`src/rtl/cmp_pkg.sv`:
```
// Shared definitions for the serial magnitude comparator.
// Contents: FSM state encoding, result codes and a helper that maps a
// result code onto the one-hot {x, y, z} output vector.
package cmp_pkg;

  typedef enum logic [1:0] {
    IDLE  = 2'd0,
    SHIFT = 2'd1,
    DONE  = 2'd2
  } state_e;

  typedef enum logic [1:0] {
    GT = 2'd0,
    EQ = 2'd1,
    LT = 2'd2
  } res_e;

  // Returns {x, y, z} = {a>b, a==b, a<b}
  function automatic logic [2:0] res_onehot(input res_e r);
    case (r)
      GT:      return 3'b100;
      EQ:      return 3'b010;
      LT:      return 3'b001;
      default: return 3'b000;
    endcase
  endfunction

endpackage

```
`src/rtl/serial_mag_comparator_if.sv`:
```
// Handshake bus of the serial magnitude comparator.
//   in_valid/in_ready : operand-pair handshake, a/b operands (unsigned)
//   out_valid/out_ready : result handshake, x/y/z = a>b, a==b, a<b
// master : producer/consumer side (testbench or upstream logic)
// slave  : comparator side
interface serial_mag_comparator_if #(
  parameter int unsigned WIDTH = 4
);

  logic             in_valid;
  logic             in_ready;
  logic [WIDTH-1:0] a;
  logic [WIDTH-1:0] b;
  logic             out_valid;
  logic             out_ready;
  logic             x;
  logic             y;
  logic             z;

  modport master (
    output in_valid, a, b, out_ready,
    input  in_ready, out_valid, x, y, z
  );

  modport slave (
    input  in_valid, a, b, out_ready,
    output in_ready, out_valid, x, y, z
  );

endinterface

```
`src/rtl/bit_compare_cell.sv`:
```
// Combinational 1-bit magnitude compare cell.
//   ai, bi : operand bits
//   gt     : ai > bi
//   eq     : ai == bi
//   lt     : ai < bi
module bit_compare_cell (
  input  logic ai,
  input  logic bi,
  output logic gt,
  output logic eq,
  output logic lt
);

  assign gt = ai & ~bi;
  assign eq = ~(ai ^ bi);
  assign lt = ~ai & bi;

endmodule

```
`src/rtl/serial_mag_comparator.sv`:
```
// Serial MSB-first magnitude comparator with result counters.
// An accepted operand pair is scanned one bit per cycle from the MSB; the
// scan stops at the first differing bit (or after bit 0) and the result is
// presented on x/y/z until the consumer takes it.
//   clk, rst_n             : clock, asynchronous active-low reset
//   bus (slave modport)    : operand and result handshakes, see interface
//   clear                  : synchronous clear of the result counters
//   cnt_gt/cnt_eq/cnt_lt   : saturating counts of delivered results
module serial_mag_comparator
  import cmp_pkg::*;
#(
  parameter int unsigned WIDTH = 4,
  parameter int unsigned CNT_W = 8
) (
  input  logic                   clk,
  input  logic                   rst_n,
  serial_mag_comparator_if.slave bus,
  input  logic                   clear,
  output logic [CNT_W-1:0]       cnt_gt,
  output logic [CNT_W-1:0]       cnt_eq,
  output logic [CNT_W-1:0]       cnt_lt
);

  localparam int unsigned     IDX_W   = (WIDTH > 2) ? $clog2(WIDTH) : 1;
  localparam logic [IDX_W-1:0] IDX_MSB = IDX_W'(WIDTH - 1);

  state_e             state_q;
  logic [WIDTH-1:0]   a_q;
  logic [WIDTH-1:0]   b_q;
  logic [IDX_W-1:0]   idx_q;
  logic               in_ready_q;
  logic               out_valid_q;
  logic [2:0]         xyz_q;
  logic [CNT_W-1:0]   cnt_gt_q;
  logic [CNT_W-1:0]   cnt_eq_q;
  logic [CNT_W-1:0]   cnt_lt_q;

  logic               bit_gt;
  logic               bit_eq;
  logic               bit_lt;
  res_e               res_d;
  logic [2:0]         xyz_d;
  logic               scan_done;
  logic               out_hs;

  bit_compare_cell u_cell (
    .ai (a_q[idx_q]),
    .bi (b_q[idx_q]),
    .gt (bit_gt),
    .eq (bit_eq),
    .lt (bit_lt)
  );

  always_comb begin
    res_d = EQ;
    if (bit_gt) begin
      res_d = GT;
    end else if (bit_lt) begin
      res_d = LT;
    end
    xyz_d = res_onehot(res_d);
  end

  // A differing bit decides the result immediately; otherwise bit 0 ends the scan.
  assign scan_done = !bit_eq || (idx_q == '0);
  assign out_hs    = (state_q == DONE) && bus.out_ready;

  always_ff @(posedge clk or negedge rst_n) begin
    if (!rst_n) begin
      state_q     <= IDLE;
      a_q         <= '0;
      b_q         <= '0;
      idx_q       <= IDX_MSB;
      in_ready_q  <= 1'b1;
      out_valid_q <= 1'b0;
      xyz_q       <= '0;
    end else begin
      case (state_q)
        IDLE: begin
          if (bus.in_valid && in_ready_q) begin
            a_q        <= bus.a;
            b_q        <= bus.b;
            idx_q      <= IDX_MSB;
            in_ready_q <= 1'b0;
            state_q    <= SHIFT;
          end
        end
        SHIFT: begin
          if (scan_done) begin
            xyz_q       <= xyz_d;
            out_valid_q <= 1'b1;
            state_q     <= DONE;
          end else begin
            idx_q <= idx_q - IDX_W'(1);
          end
        end
        DONE: begin
          if (bus.out_ready) begin
            xyz_q       <= '0;
            out_valid_q <= 1'b0;
            in_ready_q  <= 1'b1;
            state_q     <= IDLE;
          end
        end
        default: begin
          xyz_q       <= '0;
          out_valid_q <= 1'b0;
          in_ready_q  <= 1'b1;
          state_q     <= IDLE;
        end
      endcase
    end
  end

  // Clear takes priority over an increment on the same edge.
  always_ff @(posedge clk or negedge rst_n) begin
    if (!rst_n) begin
      cnt_gt_q <= '0;
      cnt_eq_q <= '0;
      cnt_lt_q <= '0;
    end else if (clear) begin
      cnt_gt_q <= '0;
      cnt_eq_q <= '0;
      cnt_lt_q <= '0;
    end else if (out_hs) begin
      if (xyz_q[2] && (cnt_gt_q != '1)) cnt_gt_q <= cnt_gt_q + CNT_W'(1);
      if (xyz_q[1] && (cnt_eq_q != '1)) cnt_eq_q <= cnt_eq_q + CNT_W'(1);
      if (xyz_q[0] && (cnt_lt_q != '1)) cnt_lt_q <= cnt_lt_q + CNT_W'(1);
    end
  end

  assign bus.in_ready  = in_ready_q;
  assign bus.out_valid = out_valid_q;
  assign bus.x         = xyz_q[2];
  assign bus.y         = xyz_q[1];
  assign bus.z         = xyz_q[0];
  assign cnt_gt        = cnt_gt_q;
  assign cnt_eq        = cnt_eq_q;
  assign cnt_lt        = cnt_lt_q;

endmodule
```
`src/flat_wrapper.sv`:
```
// flat-port wrapper written by rule: the top's interface ports become plain ports
module serial_mag_comparator_flat import cmp_pkg::*;
#(
  parameter int unsigned WIDTH = 4,
  parameter int unsigned CNT_W = 8
)
  (clk, rst_n, clear, cnt_gt, cnt_eq, cnt_lt, bus_in_valid, bus_a, bus_b, bus_out_ready, bus_in_ready, bus_out_valid, bus_x, bus_y, bus_z);
  serial_mag_comparator_if #(.WIDTH(WIDTH)) bus_i ();
  input  logic clk;
  input  logic rst_n;
  input  logic clear;
  output logic [CNT_W-1:0] cnt_gt;
  output logic [CNT_W-1:0] cnt_eq;
  output logic [CNT_W-1:0] cnt_lt;
  input wire logic [$bits(bus_i.in_valid)-1:0] bus_in_valid;
  input wire logic [$bits(bus_i.a)-1:0] bus_a;
  input wire logic [$bits(bus_i.b)-1:0] bus_b;
  input wire logic [$bits(bus_i.out_ready)-1:0] bus_out_ready;
  output wire logic [$bits(bus_i.in_ready)-1:0] bus_in_ready;
  output wire logic [$bits(bus_i.out_valid)-1:0] bus_out_valid;
  output wire logic [$bits(bus_i.x)-1:0] bus_x;
  output wire logic [$bits(bus_i.y)-1:0] bus_y;
  output wire logic [$bits(bus_i.z)-1:0] bus_z;
  assign bus_i.in_valid = bus_in_valid;
  assign bus_i.a = bus_a;
  assign bus_i.b = bus_b;
  assign bus_i.out_ready = bus_out_ready;
  assign bus_in_ready = bus_i.in_ready;
  assign bus_out_valid = bus_i.out_valid;
  assign bus_x = bus_i.x;
  assign bus_y = bus_i.y;
  assign bus_z = bus_i.z;
  serial_mag_comparator #(.WIDTH(WIDTH), .CNT_W(CNT_W)) u_core (.clk(clk), .rst_n(rst_n), .bus(bus_i), .clear(clear), .cnt_gt(cnt_gt), .cnt_eq(cnt_eq), .cnt_lt(cnt_lt));
endmodule
```
`config.mk`:
```
export PLATFORM = sky130hd
export DESIGN_NAME = serial_mag_comparator_flat
export DESIGN_NICKNAME = d
export VERILOG_FILES = /design/src/rtl/cmp_pkg.sv /design/src/rtl/serial_mag_comparator_if.sv /design/src/rtl/bit_compare_cell.sv /design/src/rtl/serial_mag_comparator.sv /design/src/flat_wrapper.sv
export SDC_FILE = /design/constraint.sdc
export NUM_CORES = 1
export LEC_CHECK = 0
export CORE_ASPECT_RATIO = 0.8
export CORE_UTILIZATION = 47
export DETAILED_ROUTE_END_ITERATION = 7
export PLACE_DENSITY = 0.73
export SKIP_CTS_REPAIR_TIMING = 1
export SLEW_MARGIN = 20
export SYNTH_ARGS = -nofsm -noshare
export SYNTH_HDL_FRONTEND = slang
export SYNTH_SLANG_ARGS = --single-unit
```
`constraint.sdc`:
```
create_clock -name clk -period 2.55 [get_ports clk]
set_input_delay 0.255 -clock clk [delete_from_list [all_inputs] [get_ports clk]]
set_output_delay 0.255 -clock clk [all_outputs]
set_load 0.005 [all_outputs]
```
==> results by group <==
Power and ir drop
  • Worst vdd rail ir drop: 485 µV
  • Power Density: 569 nW/µm²
  • Leak: 1.08 nW

Floorplanning
  • Floorplan die area: 4690 µm²
  • Die Span X: 76.3 µm
  • Rows: 21
  • Starting density of the core: 49.4%
  • IO Pins: 42
  • Core Area: 4200 µm²
  • Height of the chip: 61.5 µm

Worst setup path
  • Required arrival time at the worst endpoint: 2770 ps
  • Reg-to-Reg End: u_core.idx_q[0]
  • Worst path bufs/invs: 1
  • Setup slack of the worst register-to-register path: 350 ps
  • Length in cells of the worst reg-to-reg path: 7
  • Delay-heaviest family, CP: simple AND/OR/NAND/NOR gates
  • Endpoint arrival time on the critical path: 2420 ps
  • Type of origin of the critical path: flop
  • Worst Setup Path Type: flop to flop
  • Endpoint type of the worst setup path: flop
  • Worst-path fanout max: 5
  • Launching point of the worst reg2reg path: u_core.idx_q[0]
  • Critical Path Max Stage Delay: 580 ps
  • Critical path's slowest cell: dfstp_2
  • Cell breakdown of the critical path: mux4_2, inv_1, ha_1, and4bb_2, or2_2, nor2_1, a21oi_1

Detailed routing
  • Met3 wirelength from detailed routing: 160 µm
  • Via count: 1628
  • DRC: 0
  • Wire length on met1: 1.89 mm
  • Wire per inst: 13.5 µm
  • DRC marker count from the first detailed-route iteration: 94
  • Highest metal layer used by the detailed router: met4
  • 1st-pass router iterations: 4
  • Detailed-route vias per instance: 5.56
  • Antenna Nets Post-Route: 0
  • Wire length on met2: 1.85 mm
  • DRT Wirelength: 3.96 mm

Min path
  • Path class of the lowest-slack min-delay path: primary input to async pin

Synth
  • Mapped Area: 2080 µm²
  • Area contributors post-synth: dfrtp_1 (46%), a21oi_1 (4.8%), mux2_2 (4.3%)
  • Library cell with the largest summed area after synthesis: dfrtp_1
  • Number of enable-type register cells in the synthesized netlist: 0
  • Fraction of post-synthesis cell area in the top cell type by area: 45.8%
  • Unique masters post-synth: 37
  • YS warnings: 0
  • Number of nets produced by synthesis: 213
  • Syn avg cell area: 10.7 µm²
  • Yosys reg bits: 41
  • Sequential fraction of the synthesis area: 49.5%
  • Async set-reset flop share out of synthesis: 100%
  • Most used flip-flop cell after synthesis: dfrtp_1
  • Post-synthesis cell count: 194

GRT
  • Wire length of the first global-routing pass: 6.70 mm
  • Maximum number of pins on one net before global-route repair: 42
  • Overflow left after global routing: 0
  • Number of global-route vias before repair: 1457
  • Number of antenna violations at the first check in global routing: 0
  • Overall fraction of global-route tracks in use: 18.9%

STA
  • Max-slew violation total from the final report: 0
  • Max-Slew Margin vs Limit: 41.1%
  • Setup repair after global routing missed its margin: false
  • Actual transition at the worst max-transition pin: 884 ps
  • Final min period: 2200 ps
  • Final setup violation count: 0
  • Fmax: 454 MHz
  • Share of the cycle needed by the critical path after routing: 86.3%
  • Final TNS setup: 0 ps
  • Final hold violation count: 0
  • Final clock skew: 4.40 ps

Outcome
  • Run status: completed

Cells and area
  • Share of cells above drive strength 1: 11.9%
  • Design Area, Final: 2610 µm²
  • Growth of design area from synthesis to finish: 25.5%
  • Number of antenna diodes: 0
  • Post-layout utilization of the core: 62.1%
  • # fillers: 361
  • Final-stage net count: 254

Clock tree
  • Total CTS buffers: 5
  • Buffer levels on the longest clock path: 2
  • CTS tree: built
  • Total number of H-tree levels: 2
  • Clock slew at reported path FFs: 80 ps
  • CTS sink cnt: 41
  • Clock latency of the later-clocked register in the worst-skew pair: 290 ps
  • Root buffer cell: clkbuf_8

Placement
  • Count of buffers inserted at the top-level ports: 41
  • Total half-perimeter wirelength after legalization and detailed placement: 2.77 mm
  • Cell area after placement: 2510 µm²
  • Global placement routability congestion: 0.776

Run
  • Maximum Capacitance Violations: 0
cell families after synthesis:
kind of cell / after synthesis / synth area share, %
buffers and inverters: 19 / 4.64
adders and majority gates: 6 / 3.61
DFF: 41 / 49.5
AOI/OAI and AO/OA: 46 / 14.4
muxes: 13 / 7.95
xor gates and xnor gates: 5 / 2.11
and+or+nand+nor: 64 / 17.7
metrics by stage:
step	power, mW	hold WS [ps]	instances	setup slack, ps
global route	1.57	150	293	198
finish	1.48	77.4	293	348
detailed placement	1.04	436	285	317
global placement	1.03	439	285	365
floorplan	0.928	-40.6	194	435
CTS	1.51	109	293	343
final cells by class:
cell class / count / area, µm² / share of cell area (%)
well taps: 57 / 71.3 / 2.73
repair buffers: 42 / 413 / 15.8
flip-flops and latches: 41 / 1030 / 39.5
multi-input cells: 134 / 952 / 36.5
clock inverters: 1 / 5.00 / 0.192
clock buffers: 7 / 96.3 / 3.69
inverters: 11 / 41.3 / 1.58
layout by cell type (no fill, tap or decap), drive strengths merged, types with 2 or more instances in the layout:
cell / n
clkdlybuf4s50: 40
dfrtp: 38
a21oi: 20
nor2: 13
inv: 11
nand3: 10
o21ai: 9
o31ai: 8
or4: 8
mux2: 8
clkbuf: 7
nand2: 6
nand4: 6
or3: 6
ha: 6
nor3: 3
o21bai: 3
mux2i: 3
xor2: 3
dfstp: 3
mux4: 2
and2: 2
xnor2: 2
or2: 2
nand4b: 2
a22o: 2
and4bb: 2
buf: 2
power by group:
group          internal (mW)  switching (mW)
logic                  0.145           0.100
registers              0.725          0.0496
clock network          0.245           0.221
total                   1.11           0.371
registers in the layout, summed over array words and instances, names as in the netlist:
signal,cells
u_core.b_q,4
u_core.a_q,4
u_core.idx_q,2
u_core.state_q,2
u_core.cnt_lt,8
u_core.cnt_eq,8
u_core.bus.out_valid,1
u_core.bus.in_ready,1
u_core.cnt_gt,8
u_core.xyz_q,3
per-layer routing:
layer  up-vias  GRT usage, %
li1        802             -
met1       782          23.6
met2        39          31.8
met3         5          4.30
met4         0          9.89
met5         -             0
synth_stat cells, types with 2 or more instances:
cell / count
xnor2_1: 2
buf_2: 2
or3_1: 6
nand3_1: 10
nor2_1: 13
buf_6: 3
nand2_1: 6
a22o_1: 2
o21bai_1: 3
mux4_2: 2
ha_1: 6
a21oi_1: 20
nand4_1: 6
o31ai_1: 8
nor3_1: 3
or4_1: 8
and4bb_2: 2
mux2_2: 8
o21ai_0: 9
clkbuf_1: 2
dfstp_2: 3
and2_1: 2
mux2i_1: 3
dfrtp_1: 38
nand4b_1: 2
inv_1: 11
or2_2: 2
xor2_1: 3
worst max path at each step:
stage,slack [ps],cells past startpoint,end,start
2_1_floorplan,440,6,u_core.idx_q[0],u_core.idx_q[0]
4_1_cts,340,6,u_core.idx_q[0],u_core.idx_q[0]
5_1_grt,200,7,u_core.idx_q[0],u_core.idx_q[0]
6_report,350,7,u_core.idx_q[0],u_core.idx_q[0]
3_3_place_gp,360,5,u_core.cnt_gt[7],bus_out_ready
3_5_place_dp,320,5,u_core.cnt_gt[5],bus_out_ready
Note: power is estimated with default switching activity, not from simulation.
